<file path="src/rtl/seq_pattern_gen_if.sv">
// ---------------------------------------------------------------------------
// seq_pattern_gen_if
// Bundle of request and serial-output signals for the serial pattern
// transmitter.
//   Start   : transmit request, taken only while the transmitter is idle
//   Pattern : WIDTH-bit pattern, sent MSB first
//   Reps    : number of transmissions (0 gives an immediate Done)
//   Out1    : serial data bit, forced to 0 whenever Valid is low
//   Valid   : Out1 carries a pattern bit
//   Busy    : transmitter is not idle
//   Done    : single-cycle pulse at the end of a request
// Modports: master drives the request side, slave is the transmitter.
// ---------------------------------------------------------------------------
interface seq_pattern_gen_if #(
    parameter int WIDTH = 8,
    parameter int CNT_W = 4
);
    logic             Start;
    logic [WIDTH-1:0] Pattern;
    logic [CNT_W-1:0] Reps;
    logic             Out1;
    logic             Valid;
    logic             Busy;
    logic             Done;

    modport master (
        output Start, Pattern, Reps,
        input  Out1, Valid, Busy, Done
    );

    modport slave (
        input  Start, Pattern, Reps,
        output Out1, Valid, Busy, Done
    );
endinterface

</file>
<file path="src/rtl/seq_pattern_gen.sv">
// ---------------------------------------------------------------------------
// seq_pattern_gen
// Serial pattern transmitter. A Start taken in IDLE captures Pattern and
// Reps; the pattern is then shifted out MSB first, one bit per clock, with a
// single Valid=0 gap cycle between repetitions, followed by a one-cycle Done.
// Ports:
//   CLK : clock, rising edge
//   RST : asynchronous active-low reset
//   bus : seq_pattern_gen_if.slave (Start/Pattern/Reps in,
//         Out1/Valid/Busy/Done out)
// All outputs come from registers only; nothing on the request side reaches
// an output without passing through a flop.
// ---------------------------------------------------------------------------
module seq_pattern_gen #(
    parameter int WIDTH = 8,
    parameter int CNT_W = 4
) (
    input  logic              CLK,
    input  logic              RST,
    seq_pattern_gen_if.slave  bus
);
    localparam int              BW       = (WIDTH > 2) ? $clog2(WIDTH) : 1;
    localparam logic [BW-1:0]   LAST_BIT = BW'(WIDTH - 1);
    localparam logic [BW-1:0]   BIT_ONE  = BW'(1);
    localparam logic [CNT_W-1:0] REP_ONE = CNT_W'(1);

    typedef enum logic [1:0] {
        IDLE  = 2'd0,
        SHIFT = 2'd1,
        GAP   = 2'd2,
        DONE  = 2'd3
    } state_t;

    state_t           state_reg;
    logic [WIDTH-1:0] pat_reg;
    logic [WIDTH-1:0] sh_reg;
    logic [BW-1:0]    bit_cnt_reg;
    logic [CNT_W-1:0] rep_cnt_reg;
    logic             valid_reg;
    logic             busy_reg;
    logic             done_reg;

    // The flag registers are loaded with the value belonging to the state
    // being entered, so they always agree with state_reg.
    always_ff @(posedge CLK or negedge RST) begin
        if (!RST) begin
            state_reg   <= IDLE;
            pat_reg     <= '0;
            sh_reg      <= '0;
            bit_cnt_reg <= '0;
            rep_cnt_reg <= '0;
            valid_reg   <= 1'b0;
            busy_reg    <= 1'b0;
            done_reg    <= 1'b0;
        end else begin
            case (state_reg)
                IDLE: begin
                    if (bus.Start) begin
                        busy_reg <= 1'b1;
                        if (bus.Reps != '0) begin
                            pat_reg     <= bus.Pattern;
                            sh_reg      <= bus.Pattern;
                            rep_cnt_reg <= bus.Reps;
                            bit_cnt_reg <= '0;
                            valid_reg   <= 1'b1;
                            state_reg   <= SHIFT;
                        end else begin
                            done_reg  <= 1'b1;
                            state_reg <= DONE;
                        end
                    end
                end

                SHIFT: begin
                    sh_reg      <= {sh_reg[WIDTH-2:0], 1'b0};
                    bit_cnt_reg <= bit_cnt_reg + BIT_ONE;
                    if (bit_cnt_reg == LAST_BIT) begin
                        // Last bit of this repetition is on the line now.
                        rep_cnt_reg <= rep_cnt_reg - REP_ONE;
                        bit_cnt_reg <= '0;
                        valid_reg   <= 1'b0;
                        if (rep_cnt_reg == REP_ONE) begin
                            done_reg  <= 1'b1;
                            state_reg <= DONE;
                        end else begin
                            // Reload now so SHIFT resumes straight from the MSB.
                            sh_reg    <= pat_reg;
                            state_reg <= GAP;
                        end
                    end
                end

                GAP: begin
                    valid_reg <= 1'b1;
                    state_reg <= SHIFT;
                end

                DONE: begin
                    done_reg  <= 1'b0;
                    busy_reg  <= 1'b0;
                    state_reg <= IDLE;
                end

                default: begin
                    valid_reg <= 1'b0;
                    busy_reg  <= 1'b0;
                    done_reg  <= 1'b0;
                    state_reg <= IDLE;
                end
            endcase
        end
    end

    // Gating by valid_reg keeps Out1 at 0 in GAP, where sh_reg already holds
    // the reloaded pattern.
    assign bus.Out1  = valid_reg & sh_reg[WIDTH-1];
    assign bus.Valid = valid_reg;
    assign bus.Busy  = busy_reg;
    assign bus.Done  = done_reg;

endmodule

</file>
<file path="src/flat_wrapper.sv">
// flat-port wrapper written by rule: the top's interface ports become plain ports
module seq_pattern_gen_flat 
#(
    parameter int WIDTH = 8,
    parameter int CNT_W = 4
)
  (CLK, RST, bus_Start, bus_Pattern, bus_Reps, bus_Out1, bus_Valid, bus_Busy, bus_Done);
  seq_pattern_gen_if #(.WIDTH(WIDTH), .CNT_W(CNT_W)) bus_i ();
  input  logic CLK;
  input  logic RST;
  input wire logic [$bits(bus_i.Start)-1:0] bus_Start;
  input wire logic [$bits(bus_i.Pattern)-1:0] bus_Pattern;
  input wire logic [$bits(bus_i.Reps)-1:0] bus_Reps;
  output wire logic [$bits(bus_i.Out1)-1:0] bus_Out1;
  output wire logic [$bits(bus_i.Valid)-1:0] bus_Valid;
  output wire logic [$bits(bus_i.Busy)-1:0] bus_Busy;
  output wire logic [$bits(bus_i.Done)-1:0] bus_Done;
  assign bus_i.Start = bus_Start;
  assign bus_i.Pattern = bus_Pattern;
  assign bus_i.Reps = bus_Reps;
  assign bus_Out1 = bus_i.Out1;
  assign bus_Valid = bus_i.Valid;
  assign bus_Busy = bus_i.Busy;
  assign bus_Done = bus_i.Done;
  seq_pattern_gen #(.WIDTH(WIDTH), .CNT_W(CNT_W)) u_core (.CLK(CLK), .RST(RST), .bus(bus_i));
endmodule
</file>
<file path="config.mk">
export PLATFORM = sky130hd
export DESIGN_NAME = seq_pattern_gen_flat
export DESIGN_NICKNAME = d
export VERILOG_FILES = /design/src/rtl/seq_pattern_gen_if.sv /design/src/rtl/seq_pattern_gen.sv /design/src/flat_wrapper.sv
export SDC_FILE = /design/constraint.sdc
export NUM_CORES = 1
export LEC_CHECK = 0
export BUFFER_PORTS_ARGS = -buffer_cell sky130_fd_sc_hd__buf_4
export CAP_MARGIN = 20
export CORE_MARGIN = 3
export CORE_UTILIZATION = 58
export CTS_CLUSTER_DIAMETER = 150
export DETAILED_ROUTE_END_ITERATION = 8
export GPL_TIMING_DRIVEN = 0
export MAX_ROUTING_LAYER = met4
export PLACE_DENSITY = 0.8
export SETUP_SLACK_MARGIN = 0.2
export SYNTH_ARGS = -nofsm -noshare
export SYNTH_HDL_FRONTEND = slang
export SYNTH_SLANG_ARGS = --single-unit
</file>
<file path="constraint.sdc">
create_clock -name CLK -period 4.95 [get_ports CLK]
set_input_delay 0.2475 -clock CLK [delete_from_list [all_inputs] [get_ports CLK]]
set_output_delay 0.2475 -clock CLK [all_outputs]
set_load 0.05 [all_outputs]
</file>
Yosys cells after proc, flatten, opt, wreduce, memory -nomap -nowiden
Cells that the tools add are included.

Bits of input ports: 15. Flip-flop bits (word level): 28. Output and inout port bits: 4.

Bitwise operators: 1. Reduce and logical (&&, ||, !) cells: 13. $add $sub $neg: 2. Equal/unequal tests: 10. Mux-type cells: 29.

Operator list (count): 8-bit two-way mux (4); 8-bit one-hot mux with 2 select lines (1); 4-bit two-way mux (3); 1-bit two-way mux (9); 3-bit two-way mux (3); 2-bit one-hot mux with 4 select lines (1); 4-bit one-hot mux with 2 select lines (1); 4-bit AND reduction (2); 2-bit two-way mux (3); 2-bit by 1-bit inequality test with 1-bit output (second input constant) (3); 1-bit one-hot mux with 3 select lines (2); 3-bit one-hot mux with 2 select lines (1); 3-bit AND reduction (2); 3-bit nonzero test (2); 5-bit AND reduction (1); 2-bit == test (second input constant) (2); 4-bit by 1-bit == test with 1-bit output (second input constant) (1); 2-bit inequality test (second input constant) (2); 2-bit AND reduction (2); 2-bit nonzero test (2); 4-bit nonzero test (1); 4-bit by 1-bit subtractor with 4-bit output (second input constant) (1); 3-bit by 1-bit adder with 3-bit output (second input constant) (1); 3-bit == test (second input constant) (1); 4 further kinds (4).

Longest topological paths before layout
Word-level depth: 4. Mapped depth: 8. Mapped depth without buffers: 6.

Worst setup path after synthesis
Ideal clock, no wire load.

Path type: reg2reg. From: register u_core.state_reg[1]. To: register u_core.valid_reg, in the netlist u_core.bus.Valid. Data required time: 4825 ps. Buffers on the path: 1. Cell stages (with the launch flop): 8. Data arrival time: 1515 ps. Slack: 3310 ps. Setup time: 125 ps. Path through: dfrtp_1 > inv_1 > ha_1 > buf_2 > nand2b_1 > nand2_1 > a211oi_1 > mux2_2.

Longest elaborated chain between the ends: 3. Elaborated cells on any way between the ends: 9.

Ends and longest elaborated chain: start: declaration (RTL line seq_pattern_gen.sv:34) `state_t state_reg;`; start signal: assignment (RTL line seq_pattern_gen.sv:47) `state_reg <= IDLE;`; start signal: assignment (RTL line seq_pattern_gen.sv:66) `state_reg <= SHIFT;`; start signal: assignment (RTL line seq_pattern_gen.sv:69) `state_reg <= DONE;`; 2-bit by 1-bit == test with 1-bit output, or another cell as far along (RTL line seq_pattern_gen.sv:56) `case (state_reg)`; 2-bit by 1-bit inequality test with 1-bit output (no line), or another cell as far along; 4-bit AND reduction (no line); end signal: assignment (RTL line seq_pattern_gen.sv:52) `valid_reg <= 1'b0;`; end signal: assignment (RTL line seq_pattern_gen.sv:65) `valid_reg <= 1'b1;`; end signal: assignment (RTL line seq_pattern_gen.sv:81) `valid_reg <= 1'b0;`; end: declaration (RTL line seq_pattern_gen.sv:39) `logic valid_reg;`.

Several ways; a longest one is shown, not always the timed one. A chain may end at the register's enable or synchronous reset.

Worst setup path in the final report
From: register u_core.state_reg[1]. To: register u_core.sh_reg[3].

Longest elaborated chain between the ends: 3. Elaborated cells on any way between the ends: 7.

Ends and longest elaborated chain: 2-bit zero test / 2-bit by 1-bit == test with 1-bit output (equally long branches) (RTL line seq_pattern_gen.sv:56); 2-bit by 1-bit inequality test with 1-bit output (no line), or another cell as far along; 3-bit AND reduction (no line); end signal: assignment (RTL line seq_pattern_gen.sv:62) `sh_reg <= bus.Pattern;`; end signal: assignment (RTL line seq_pattern_gen.sv:75) `sh_reg <= {sh_reg[WIDTH-2:0], 1'b0};`; end signal: assignment (RTL line seq_pattern_gen.sv:87) `sh_reg <= pat_reg;`; end: declaration (RTL line seq_pattern_gen.sv:36) `logic [WIDTH-1:0] sh_reg;`.

Several ways; a longest one is shown, not always the timed one.

==> run_results.csv <==
group,metric,value,unit
grt,grt_pass1_wl,5.713,mm
clock_network,htree_levels,1,
power_and_ir_drop,power_frac_clock,38.4,%
logic_synthesis,synthTopCellsByArea,"dfrtp_1 (44%), ha_1 (7.1%), mux2_2 (6.4%)",
layout,nets,211,
sta,max_freq,0.5224,GHz
grt,overflow,0,
logic_synthesis,postSynthAreaPerCell,9.710,sq um
routing,route.vias.total,1318,
routing,wl_per_cell,15.79,um
logic_synthesis,synthesis.nets,187,
clock_network,cts_setup_buffers,0,
sta,slew_violations,0,
sta,min_period,1.914,ns
die,io_pins,19,
routing,firstDrtPassIters,4,
logic_synthesis,seq_area_frac_synth,44.27,%
sta,skew,0.003557,ns
clock_network,clk_path_buf_depth,2,
layout,nFillCells,207,
layout,area_growth,14.86,%
worst_setup_path,worstPathRequired,5.20,ns
power_and_ir_drop,ir_worst_vdd,0.2000,mV
sta,slew_headroom,66.88,%
run,drv_cap,0,
routing,drtIter0Drc,44,
worst_setup_path,cp_slowest_stage_delay,0.45,ns
worst_setup_path,critPathCaptureType,"flop",
logic_synthesis,synthTopCellsByCount,"dfrtp_1 (28), nand2_1 (24), o21ai_0 (16)",
worst_setup_path,setup.worst_path.start,"u_core.state_reg[1]$_DFFE_PN0P_",
layout,num_antenna_cells,0,
routing,drt-vias-per-instance,6.102,
sta,grt_setup_unrepaired,"no",
worst_setup_path,cp-start-kind,"flop",
die,initial_core_util,62.19,%
clock_network,cts_tree,"done",
die,rows,18,
place,gp_congestion,0.8722,
clock_network,clk_pin_slew,0.16,ns
power_and_ir_drop,combPwrFrac,4.5,%
sta,finalHoldViolations,0,
logic_synthesis,synth_edf_count,0,
logic_synthesis,yosys_warnings,0,
clock_network,cts_num_sinks,28,
grt,grt_max_degree,29,
sta,tightestPinTransition,0.4968,ns
worst_setup_path,cp.arrival,2.16,ns
worst_setup_path,crit_chain,"inv_1 -> ha_1 -> buf_2 -> clkbuf_1 -> o21ai_0 -> a21oi_1 -> o31ai_1",
logic_synthesis,ys_ff_latch,28,
sta,timing.final.crit_share,38.67,%
min_path,min_path_cells,2,
worst_setup_path,crit_type,"reg -> reg",
power_and_ir_drop,switching_share,20.32,%
sta,finalSetupTns,0,ns
logic_synthesis,synth.largest_area_cell,"dfrtp_1",
logic_synthesis,ys.flop_type,"dfrtp_1",
logic_synthesis,synth_area,1583,sq um
power_and_ir_drop,power.leakage,0.8390,nW
logic_synthesis,yosysMostFrequentCell,"dfrtp_1",
die,fp.dieW,58.24,um
power_and_ir_drop,intPower,0.3193,mW
routing,wirelength,3.410,mm
power_and_ir_drop,power-per-cell-area,220.4,nW/um^2
worst_setup_path,ff2ff_path_depth,7,
clock_network,clk_latency,0.34,ns
outcome,status,"finished, final reports clean",
die,die_y,58.24,um
clock_network,numCtsBuffers,3,
grt,groute.usage.overall,22.97,%
power_and_ir_drop,power.switching,0.08143,mW
grt,antenna_found_initial,0,
place,portBuffers,18,
place,hpwl,2.438,mm
sta,setup_viol,0,
min_path,hold_start,"bus_Pattern[3]",
grt,grt_pass1_vias,1309,
logic_synthesis,ys_types,35,
die,die_area,3392,sq um
logic_synthesis,synth_top_area_share,44.27,%
min_path,hold_path.class,"in -> reg",
worst_setup_path,cp_max_fo,10,
logic_synthesis,synthArstFlopShare,100.0,%
power_and_ir_drop,seqPwrFrac,57.1,%
routing,drc_errors,0,
logic_synthesis,synth_cells,163,
layout,drive_above_1_share,21.51,%
sta,fin_hold_ws,0.1346,ns
worst_setup_path,crit_slowest_cell,"dfrtp_1",
clock_network,clockRootBuffer,"clkbuf_4",
die,core-area,2545,sq um
worst_setup_path,r2r_start,"u_core.state_reg[1]$_DFFE_PN0P_",
routing,antenna_left,0,
==> per-stage QoR <==
step | power [mW] | cell area [sq um] | util (%) | setup slack, ns | instances
floorplan | 0.2350 | 1583 | - | 3.310 | 163
global placement | 0.2504 | 1755 | 68.98 | 3.149 | 211
detailed placement | 0.2507 | 1755 | 68.98 | 3.067 | 211
CTS | 0.4033 | 1818 | 71.44 | 3.045 | 216
global route | 0.4126 | 1818 | 71.44 | 2.897 | 216
finish | 0.4007 | 1818 | 71.44 | 3.036 | 216
==> worst paths after layout <==
check | slack, ns | endpoint
worst max-delay path | 3.04 | u_core.sh_reg[3]$_DFFE_PN0P_
worst min register to register | 0.51 | u_core.sh_reg[6]$_DFFE_PN0P_
worst min-delay path | 0.13 | u_core.pat_reg[3]$_DFFE_PN0P_
max in group asynchronous | 4.36 | u_core.rep_cnt_reg[3]$_DFFE_PN0P_
min in group asynchronous | 0.33 | u_core.bus.Busy$_DFFE_PN0P_
worst max register to register | 3.04 | u_core.sh_reg[3]$_DFFE_PN0P_
==> power groups by stage <==
stage	clock network [mW]	registers [mW]	logic (mW)
2_1_floorplan	0	0.233	0.00188
3_3_place_gp	0	0.233	0.0173
3_5_place_dp	0	0.233	0.0177
4_1_cts	0.156	0.229	0.0184
5_1_grt	0.164	0.229	0.0199
6_report	0.154	0.229	0.0179
==> cells in the final DEF, fill, tap and decap left out, types with 2 or more instances in the layout <==
| cell | count |
|---|---|
| clkbuf_4 | 3 |
| nand2_1 | 24 |
| o21ai_0 | 16 |
| inv_1 | 7 |
| nor3_1 | 2 |
| a21oi_1 | 10 |
| mux2i_1 | 5 |
| ha_1 | 9 |
| mux2_2 | 9 |
| nand3_1 | 4 |
| o31ai_1 | 8 |
| buf_4 | 18 |
| nand2b_1 | 5 |
| nor2_1 | 9 |
| clkbuf_1 | 3 |
| buf_6 | 2 |
| buf_2 | 2 |
| dfrtp_1 | 28 |
| nor3b_1 | 2 |
==> cells by family (layout without fill, tap and decap cells) <==
kind of cell | Yosys count | in the layout | synth area share, %
buffers and inverters | 17 | 40 | 5.138
multiplexers | 14 | 14 | 9.566
adder cells (fa/ha/maj) | 9 | 9 | 7.115
flip-flops | 28 | 28 | 44.27
AND/OR/NAND/NOR | 52 | 52 | 16.13
AO/OA/AOI/OAI | 43 | 43 | 17.79
==> final cells by class <==
cell class	instances	area, sq um	area share, %
multi-input combinational	118	800.8	44.05
sequential	28	700.7	38.54
timing repair buffer	19	145.1	7.983
buffer	8	47.55	2.615
tap	30	37.54	2.065
inverter	9	33.78	1.858
clock inverter	1	30.03	1.652
clock buffer	3	22.52	1.239
==> critical path: cells and delay by family (launching register included) <==
kind | cells | cell delay, ns
buffers and inverters | 3 | 0.76
AO/OA/AOI/OAI | 3 | 0.46
flip-flops | 1 | 0.45
adder cells (fa/ha/maj) | 1 | 0.15
==> repair_timing <==
item | CTS | global route
hold buffers | 1 | 0
gates resized for setup | 0 | 0
endpoints found under the hold margin | 28 | 0
==> routing by layer <==
layer	wire length, um	global-route usage [%]	vias to the layer above
li1	-	-	620
met1	1412	28.96	645
met2	1731	37.90	49
met3	218	2.895	4
met4	47	8.278	0
met5	0	-	-
Power figures use the tool's default switching activity.
